==> src/rtl/cpu_pkg.sv <==
// Shared CPU-side definitions used by the program loader and its word packer.
// The loader's optional checksum stage is selected with PROGRAM_LOADER_CHECKSUM_EN.
package cpu_pkg;

  localparam int LOADER_BYTE_W = 8;

  typedef enum logic [2:0] {
    IDLE,
    COUNT,
    DATA,
    WRITE,
    CSUM,
    DONE,
    ERROR
  } loader_state_t;

endpackage

==> src/rtl/word_packer.sv <==
// Packs stream bytes MSB-first into an instruction word and flags the byte
// that completes it, so the loader can schedule the memory write next cycle.
module word_packer
  import cpu_pkg::*;
#(
  parameter int INSTR_W = 16
) (
  input  logic                     clock,
  input  logic                     reset,
  input  logic                     clear,
  input  logic                     shift_en,
  input  logic [LOADER_BYTE_W-1:0] byte_in,
  output logic [INSTR_W-1:0]       word_next,
  output logic                     word_full
);

  localparam int BPW = INSTR_W / LOADER_BYTE_W;
  localparam int CW  = (BPW > 1) ? $clog2(BPW) : 1;

  logic [INSTR_W-1:0] word_q;
  logic [CW-1:0]      cnt_q;

  assign word_next = (word_q << LOADER_BYTE_W) | INSTR_W'(byte_in);
  assign word_full = shift_en && (cnt_q == CW'(BPW - 1));

  // The counter restarts once a word completes; the register keeps shifting
  // and the loader captures word_next on the completing byte.
  always_ff @(posedge clock) begin
    if (!reset || clear) begin
      word_q <= '0;
      cnt_q  <= '0;
    end else if (shift_en) begin
      word_q <= word_next;
      cnt_q  <= word_full ? '0 : cnt_q + 1'b1;
    end
  end

endmodule

==> src/rtl/program_loader.sv <==
// Byte-stream program loader: count byte, N MSB-first words, then (with
// PROGRAM_LOADER_CHECKSUM_EN defined) an XOR checksum byte. Holds the CPU while loading.
module program_loader
  import cpu_pkg::*;
#(
  parameter int ADDR_W  = 5,
  parameter int INSTR_W = 16
) (
  input  logic                     clock,
  input  logic                     reset,
  input  logic                     start,
  input  logic [LOADER_BYTE_W-1:0] rx_data,
  input  logic                     rx_valid,
  output logic                     rx_ready,
  output logic                     pm_write,
  output logic [ADDR_W-1:0]        pm_addr,
  output logic [INSTR_W-1:0]       pm_wdata,
  output logic                     cpu_hold,
  output logic                     busy,
  output logic                     done,
  output logic                     error,
  output logic [ADDR_W:0]          words_loaded
);

  localparam logic [8:0] MAX_WORDS = 9'(1 << ADDR_W);

  loader_state_t      state_q, state_d;
  logic [ADDR_W-1:0]  addr_q;
  logic [ADDR_W-1:0]  pm_addr_q;
  logic [INSTR_W-1:0] pm_wdata_q;
  logic [ADDR_W:0]    words_q;
  logic [ADDR_W:0]    count_q;
  logic [INSTR_W-1:0] word_next;
  logic               word_full;
  logic               start_ok;
  logic               count_ok;
  logic               last_word;

  assign start_ok  = start && (state_q inside {IDLE, DONE, ERROR});
  assign count_ok  = (rx_data != '0) && ({1'b0, rx_data} <= MAX_WORDS);
  assign last_word = ((words_q + 1'b1) == count_q);

  assign rx_ready     = (state_q inside {COUNT, DATA, CSUM});
  assign pm_write     = (state_q == WRITE);
  assign busy         = (state_q inside {COUNT, DATA, WRITE, CSUM});
  assign cpu_hold     = busy || (state_q == ERROR);
  assign done         = (state_q == DONE);
  assign error        = (state_q == ERROR);
  assign pm_addr      = pm_addr_q;
  assign pm_wdata     = pm_wdata_q;
  assign words_loaded = words_q;

  word_packer #(.INSTR_W(INSTR_W)) u_packer (
    .clock     (clock),
    .reset     (reset),
    .clear     (start_ok),
    .shift_en  ((state_q == DATA) && rx_valid),
    .byte_in   (rx_data),
    .word_next (word_next),
    .word_full (word_full)
  );

`ifdef PROGRAM_LOADER_CHECKSUM_EN
  logic [LOADER_BYTE_W-1:0] csum_q;

  // Running XOR over the count byte and every data byte of the frame.
  always_ff @(posedge clock) begin
    if (!reset || start_ok) begin
      csum_q <= '0;
    end else if ((state_q inside {COUNT, DATA}) && rx_valid) begin
      csum_q <= csum_q ^ rx_data;
    end
  end
`endif

  always_comb begin
    state_d = state_q;
    case (state_q)
      IDLE, DONE, ERROR: if (start) state_d = COUNT;
      COUNT: if (rx_valid) state_d = count_ok ? DATA : ERROR;
      DATA:  if (word_full) state_d = WRITE;
      WRITE: begin
        if (last_word) begin
`ifdef PROGRAM_LOADER_CHECKSUM_EN
          state_d = CSUM;
`else
          state_d = DONE;
`endif
        end else begin
          state_d = DATA;
        end
      end
`ifdef PROGRAM_LOADER_CHECKSUM_EN
      CSUM:  if (rx_valid) state_d = (rx_data == csum_q) ? DONE : ERROR;
`endif
      default: state_d = IDLE;
    endcase
  end

  // addr_q is the next write address; pm_addr_q/pm_wdata_q present the
  // current write and hold it afterwards.
  always_ff @(posedge clock) begin
    if (!reset) begin
      state_q    <= IDLE;
      addr_q     <= '0;
      pm_addr_q  <= '0;
      pm_wdata_q <= '0;
      words_q    <= '0;
      count_q    <= '0;
    end else begin
      state_q <= state_d;
      if (start_ok) begin
        addr_q    <= '0;
        pm_addr_q <= '0;
        words_q   <= '0;
      end
      if ((state_q == COUNT) && rx_valid) count_q <= rx_data[ADDR_W:0];
      if (word_full) begin
        pm_addr_q  <= addr_q;
        pm_wdata_q <= word_next;
      end
      if (state_q == WRITE) begin
        addr_q  <= addr_q + 1'b1;
        words_q <= words_q + 1'b1;
      end
    end
  end

endmodule

==> config.mk <==
export PLATFORM = sky130hd
export DESIGN_NAME = program_loader
export DESIGN_NICKNAME = d
export VERILOG_FILES = /design/src/rtl/cpu_pkg.sv /design/src/rtl/word_packer.sv /design/src/rtl/program_loader.sv
export SDC_FILE = /design/constraint.sdc
export NUM_CORES = 1
export LEC_CHECK = 0
export ABC_AREA = 0
export CORE_MARGIN = 2
export CORE_UTILIZATION = 44
export DETAILED_ROUTE_END_ITERATION = 12
export PLACE_DENSITY = 0.69
export REMOVE_ABC_BUFFERS = 1
export SLEW_MARGIN = 30
export SYNTH_ARGS = -nofsm -noshare
export SYNTH_HDL_FRONTEND = slang
export SYNTH_HIERARCHICAL = 1
export SYNTH_SLANG_ARGS = --single-unit
==> constraint.sdc <==
create_clock -name clock -period 2.8 [get_ports clock]
set_clock_uncertainty 0.05 [all_clocks]
set_input_delay 0.28 -clock clock [delete_from_list [all_inputs] [get_ports clock]]
set_output_delay 0.28 -clock clock [all_outputs]
set_load 0.005 [all_outputs]
==> results.ini, run 1 <==
[status]
outcome=complete, no violations

[clock_tree]
ctsResizeCount=0
cts_buffers=5
hold_buffers=0
root_buffer=clkbuf_8
clk_latency_ps=300
cts_tree=yes
clkTransAtPathRegs_ps=90
cts_buffer_depth=2
postCtsSetupBuffers=0
clock_sinks=50
htree_levels=2

[synth]
avgSynthCellArea_um2=9.27
ys.flop_type=dfxtp_1
yosysSeqAreaShare=0.424
synth.cell_area_um2=2360
synth_edf_count=0
yosys_warnings=6
synth_cells=255
ys_types=42
synth-async-reset-ratio=0
synth_seq_cells=50

[min_path]
hold_start=pm_addr[2]
whs_endpoint=pm_addr[2]
hold_class=reg2reg
worstHoldPathCells=2

[global_routing]
grt_usage=0.172
grt_pass1_vias=1742
grt_overflow_total=0
grt_max_degree=25
antenna_found_initial=0
grt_pass1_wl_mm=8.31

[worst_setup_path]
reg2reg_depth=6
end_kind=output port
arrival_ps=2020
critPathKind=reg2out
path_max_fanout=10
worstPathRequired_ps=2470
reg2reg_to=u_packer/word_q[1]
startpoint_type=register
crit-reg2reg-launch=state_q[1]
r2r_slack_ps=580

[sta]
worst_slack_ps=454
finalMaxSlewViolations=0
worst_hold_slack_ps=434
worstMarginPinSlew_ps=785
fmax_mhz=426
post-route-period-util=0.838
hold_viol=0
relSlewSlack=0.475
rsz0062_at_grt=no
setup_viol=0
period_minus_slack_ps=2350
finalSetupTns_ps=0

[run]
drv_cap=0

[die]
core_area_um2=5140
io_pins=45
rows=26
die_w_um=77.3
die_h_um=77.3
die_area_um2=5970
start_util=0.460

[place]
place_congestion=0.779
post-place-ws_ps=658
port_buffers=44
dp.final_hpwl_mm=3.42

[power_and_ir_drop]
vdd_ir_drop_max_mv=0.350
cellLeakagePower_nw=0.972
finalPower_w=0.00154
powerDensity_nw_per_um2=532

[drt]
drt_wl_total_mm=4.93
viasPerCell=5.09
antenna_left=0
vias=1832
drt-initial-drc-count=98
drt_first_pass_iters=4
routedWlPerCell_um=13.7
drc=0

[layout]
regArea_um2=1000
diodes=0
fillers=504
layout-drive-gt1-share=0.0655
multi_input_area_um2=1200
utilization=0.564
nets=303
synthToLayoutAreaGrowth_pct=22.6

-- where the power goes --
part / leakage (nW) / total (W) / switching [W] / internal [W]
clock network: 0.0514 / 0.000502 / 0.000236 / 0.000267
logic: 0.516 / 0.000276 / 0.000143 / 0.000133
registers: 0.404 / 0.000764 / 0.0000327 / 0.000731
-- cells by family after synthesis --
| group | synth area share |
|---|---|
| AOI/OAI and AO/OA | 0.113 |
| buffers and inverters | 0.0683 |
| DFF | 0.424 |
| muxes | 0.136 |
| and+or+nand+nor | 0.201 |
| xor gates and xnor gates | 0.0482 |
| adders and majority gates | 0.0106 |
-- registers in the layout (all words and copies together), names as in the netlist --
name	flops
u_packer/word_q	8
words_loaded	6
state_q	3
addr_q	5
count_q	6
pm_addr	5
pm_wdata	16
u_packer/cnt_q	1
-- layout by cell type (no fill, tap or decap), types with 2 or more instances in the layout --
cell / netlist / final
dfxtp_1: 50 / 50
clkdlybuf4s50_1: 0 / 44
mux2i_1: 32 / 32
nor2b_1: 22 / 22
nor2_1: 19 / 19
nand2_1: 16 / 16
nand3_1: 9 / 9
a21oi_1: 9 / 9
xnor2_1: 9 / 9
o21ai_0: 8 / 8
a21boi_1: 7 / 7
a31oi_1: 6 / 6
nand3b_1: 5 / 5
clkbuf_8: 0 / 5
xor2_1: 4 / 4
buf_4: 9 / 4
inv_2: 3 / 3
nand2b_1: 3 / 3
o22ai_1: 3 / 3
inv_1: 2 / 2
nor3_1: 2 / 2
o21ai_2: 2 / 2
or3b_1: 2 / 2
o211ai_1: 2 / 2
and3b_1: 2 / 2
and2_1: 2 / 2
ha_1: 2 / 2
-- cells in the mapped netlist, types with 2 or more instances --
library cell  instances  share of area
dfxtp_1              50           0.42
mux2i_1              32           0.14
nor2b_1              22          0.058
nor2_1               19          0.030
nand2_1              16          0.025
a21oi_1               9          0.019
buf_4                 9          0.029
nand3_1               9          0.019
xnor2_1               9          0.033
o21ai_0               8          0.017
a21boi_1              7          0.022
a31oi_1               6          0.016
clkbuf_1              5         0.0079
nand3b_1              5          0.016
buf_2                 4         0.0085
xor2_1                4          0.015
inv_2                 3         0.0048
nand2b_1              3         0.0079
o22ai_1               3         0.0079
and2_1                2         0.0053
and3b_1               2         0.0074
buf_6                 2         0.0095
ha_1                  2          0.011
inv_1                 2         0.0032
nor3_1                2         0.0042
o211ai_1              2         0.0064
o21ai_2               2         0.0074
or3b_1                2         0.0074
-- layer usage --
layer | vias up | part of all wire | GRT usage
met4 | 0 | 0.017 | 0.0804
li1 | 935 | - | -
met5 | - | 0 | 0
met1 | 853 | 0.47 | 0.224
met3 | 8 | 0.029 | 0.0259
met2 | 36 | 0.48 | 0.277
-- critical path, stage by stage, from the launching register on --
cell             delay (ps)
dfxtp_1                 600
xor2_1                  180
o21ai_1                 190
nand2_1                  80
or2_1                   210
clkdlybuf4s50_1         450
-- worst max-delay path by stage --
stage	startpoint	to	slack [ps]	cells past startpoint
floorplan	state_q[1]	state_q[2]	280	7
global placement	state_q[1]	u_packer/word_q[3]	710	6
detailed placement	rx_valid	pm_wdata[12]	660	7
CTS	state_q[1]	cpu_hold	430	5
global route	state_q[1]	cpu_hold	290	5
finish	state_q[1]	cpu_hold	450	5
-- metrics by stage --
stage | std cells | cell area, um^2
2_1_floorplan | 234 | 2230
3_3_place_gp | 352 | 2790
3_5_place_dp | 352 | 2790
4_1_cts | 360 | 2900
5_1_grt | 360 | 2900
6_report | 360 | 2900
-- area by class of cell --
cell class,count,share of cell area
tap,70,0.0302
clock buffer,6,0.0250
multi-input combinational,178,0.415
sequential,50,0.345
timing repair buffer,48,0.162
clock inverter,2,0.0130
inverter,6,0.00950
Power figures use the tool's default switching activity.
==> run 2: changes to the inputs <==
PLACE_DENSITY = 0.72   (was 0.69)
clock period = 2.15 ns   (was 2.8 ns; I/O delays follow)
==> run 2 against run 1 <==
- clock-buffer cell count unchanged
- power increased by 25%
- first-iteration DRC count increased by 43%
- hold slack about the same
- clock power increased by 12%
- non-clock buffer count increased by 5
- cell count increased by 1.4%
- critical path depth unchanged
- routed wire length decreased by 5.3%
- critical path type unchanged
- die area unchanged
- combinational power increased by 34%
==> results.ini, run 2 (synthesized netlist as in run 1, its figures left out) <==
[sta]
finalMaxSlewViolations=0  ; unchanged
fmax_mhz=495
period_minus_slack_ps=2020
worst_hold_slack_ps=433  ; -0.484 ps
post-route-period-util=0.939
setup_viol=0  ; unchanged
worstMarginPinSlew_ps=622  ; -163 ps
relSlewSlack=0.584  ; +0.109
hold_viol=0  ; unchanged
rsz0062_at_grt=no

[layout]
largest_reg_flops=16  ; unchanged
nets=308  ; +1.7%
final_cell_mix=dfxtp_1, clkdlybuf4s50_1, mux2i_1, nor2b_1, nor2_1
synthToLayoutAreaGrowth_pct=24.9
fillers=492  ; -2.4%
diodes=0  ; unchanged
postLayoutCellArea_um2=2950  ; +1.9%
layout-drive-gt1-share=0.102  ; +0.0362
final_common_cell=dfxtp_1

[worst_setup_path]
crit-reg2reg-launch=words_loaded[1]
startpoint_type=register
worstPathRequired_ps=1880  ; -590 ps
path_max_fanout=10  ; unchanged
reg2reg_depth=6  ; unchanged
arrival_ps=1750  ; -270 ps
reg2reg_to=state_q[0]
r2r_slack_ps=310  ; -270 ps
end_kind=output port
critPathKind=reg2out

[clock_tree]
clk_latency_ps=300  ; about the same
htree_levels=2  ; unchanged
clkTransAtPathRegs_ps=90  ; about the same
root_buffer=clkbuf_8
cts_buffer_depth=2  ; unchanged
cts_buffers=5  ; unchanged
clock_sinks=50  ; unchanged
cts_tree=yes

[die]
core_area_um2=5140  ; unchanged
die_area_um2=5970  ; unchanged
start_util=0.460  ; unchanged
io_pins=45  ; unchanged
die_h_um=77.3  ; unchanged
die_w_um=77.3  ; unchanged
rows=26  ; unchanged

[global_routing]
grt_pass1_vias=1727  ; -0.86%
antenna_found_initial=0  ; unchanged
grt_max_degree=21  ; -16%
grt_overflow_total=0  ; unchanged
grt_usage=0.165  ; -0.00656
grt_pass1_wl_mm=8.00  ; -3.7%

[place]
place_area_um2=2840  ; +1.8%
place_congestion=0.825  ; +6.0%
port_buffers=44  ; unchanged
dp.final_hpwl_mm=3.46  ; +0.97%

[min_path]
worstHoldPathCells=2  ; unchanged
hold_start=pm_addr[4]
hold_class=reg2reg
whs_endpoint=pm_addr[4]

[power_and_ir_drop]
cellLeakagePower_nw=0.998  ; +2.7%
powerDensity_nw_per_um2=653  ; +23%
vdd_ir_drop_max_mv=0.479  ; +37%

[status]
outcome=complete, no violations

[drt]
viasPerCell=5.13  ; +0.73%
drc=0  ; unchanged
vias=1871  ; +2.1%
antenna_left=0  ; unchanged
drt-initial-drc-count=140  ; +43%
drt_first_pass_iters=5  ; +1
drt_wl_total_mm=4.67  ; -5.3%
routedWlPerCell_um=12.8  ; -6.6%

[run]
drv_cap=0  ; unchanged

==> run 2: stage by stage <==
step	setup slack, ps	utilization	power [W]	instances	setup TNS, ps
detailed placement	262	0.552	0.00138	357	0
finish	131	0.574	0.00193	365	0
floorplan	-375	-	0.00121	234	-5210
CTS	68.5	0.571	0.00194	365	0
global route	34.3	0.574	0.00203	365	0
global placement	303	0.552	0.00137	357	0
==> run 2: worst max-delay path: stages (launching register included) <==
cell and delay (ps):
dfxtp_4 400, xor2_2 200, o21ai_2 130, nand2_1 70
or2_1 210, clkdlybuf4s50_1 440
==> run 2: worst max-delay path by stage <==
stage               startpoint    endpoint  slack (ps)
floorplan           state_q[1]  state_q[2]        -370
global placement    state_q[1]    cpu_hold         300
detailed placement  state_q[1]    cpu_hold         260
CTS                 state_q[2]    cpu_hold          70
global route        state_q[1]    cpu_hold          30
finish              state_q[1]    cpu_hold         130
==> run 2: metal layers <==
metal  track usage  vias up  share of wire
met3        0.0318        9          0.039
met4        0.0768        0          0.022
met1         0.212      877           0.47
met5             0        -              0
met2         0.266       42           0.46
li1              -      943              -
==> run 2: cell type report <==
cell class / instances / area [um^2] / area share
multi-input combinational: 178 / 1210 / 0.411
sequential: 50 / 1010 / 0.342
timing repair buffer: 53 / 520 / 0.176
tap: 70 / 87.6 / 0.0297
clock buffer: 6 / 82.6 / 0.0280
inverter: 6 / 27.5 / 0.00932
clock inverter: 2 / 12.5 / 0.00424
==> run 2: repair_timing <==
item / 4_1_cts / 5_1_grt
resized for setup: 2 / 5
buffers inserted: 0 / 0
hold buffers: 0 / 0
endpoints found under the setup margin: 1 / 2
==> run 2: where the power goes <==
group | total [W] | internal [W] | switching [W] | leakage [nW]
logic | 0.000371 | 0.000186 | 0.000185 | 0.546
registers | 0.000997 | 0.000956 | 0.0000411 | 0.405
clock network | 0.000560 | 0.000259 | 0.000301 | 0.0472
total | 0.00193 | 0.00140 | 0.000527 | 0.998
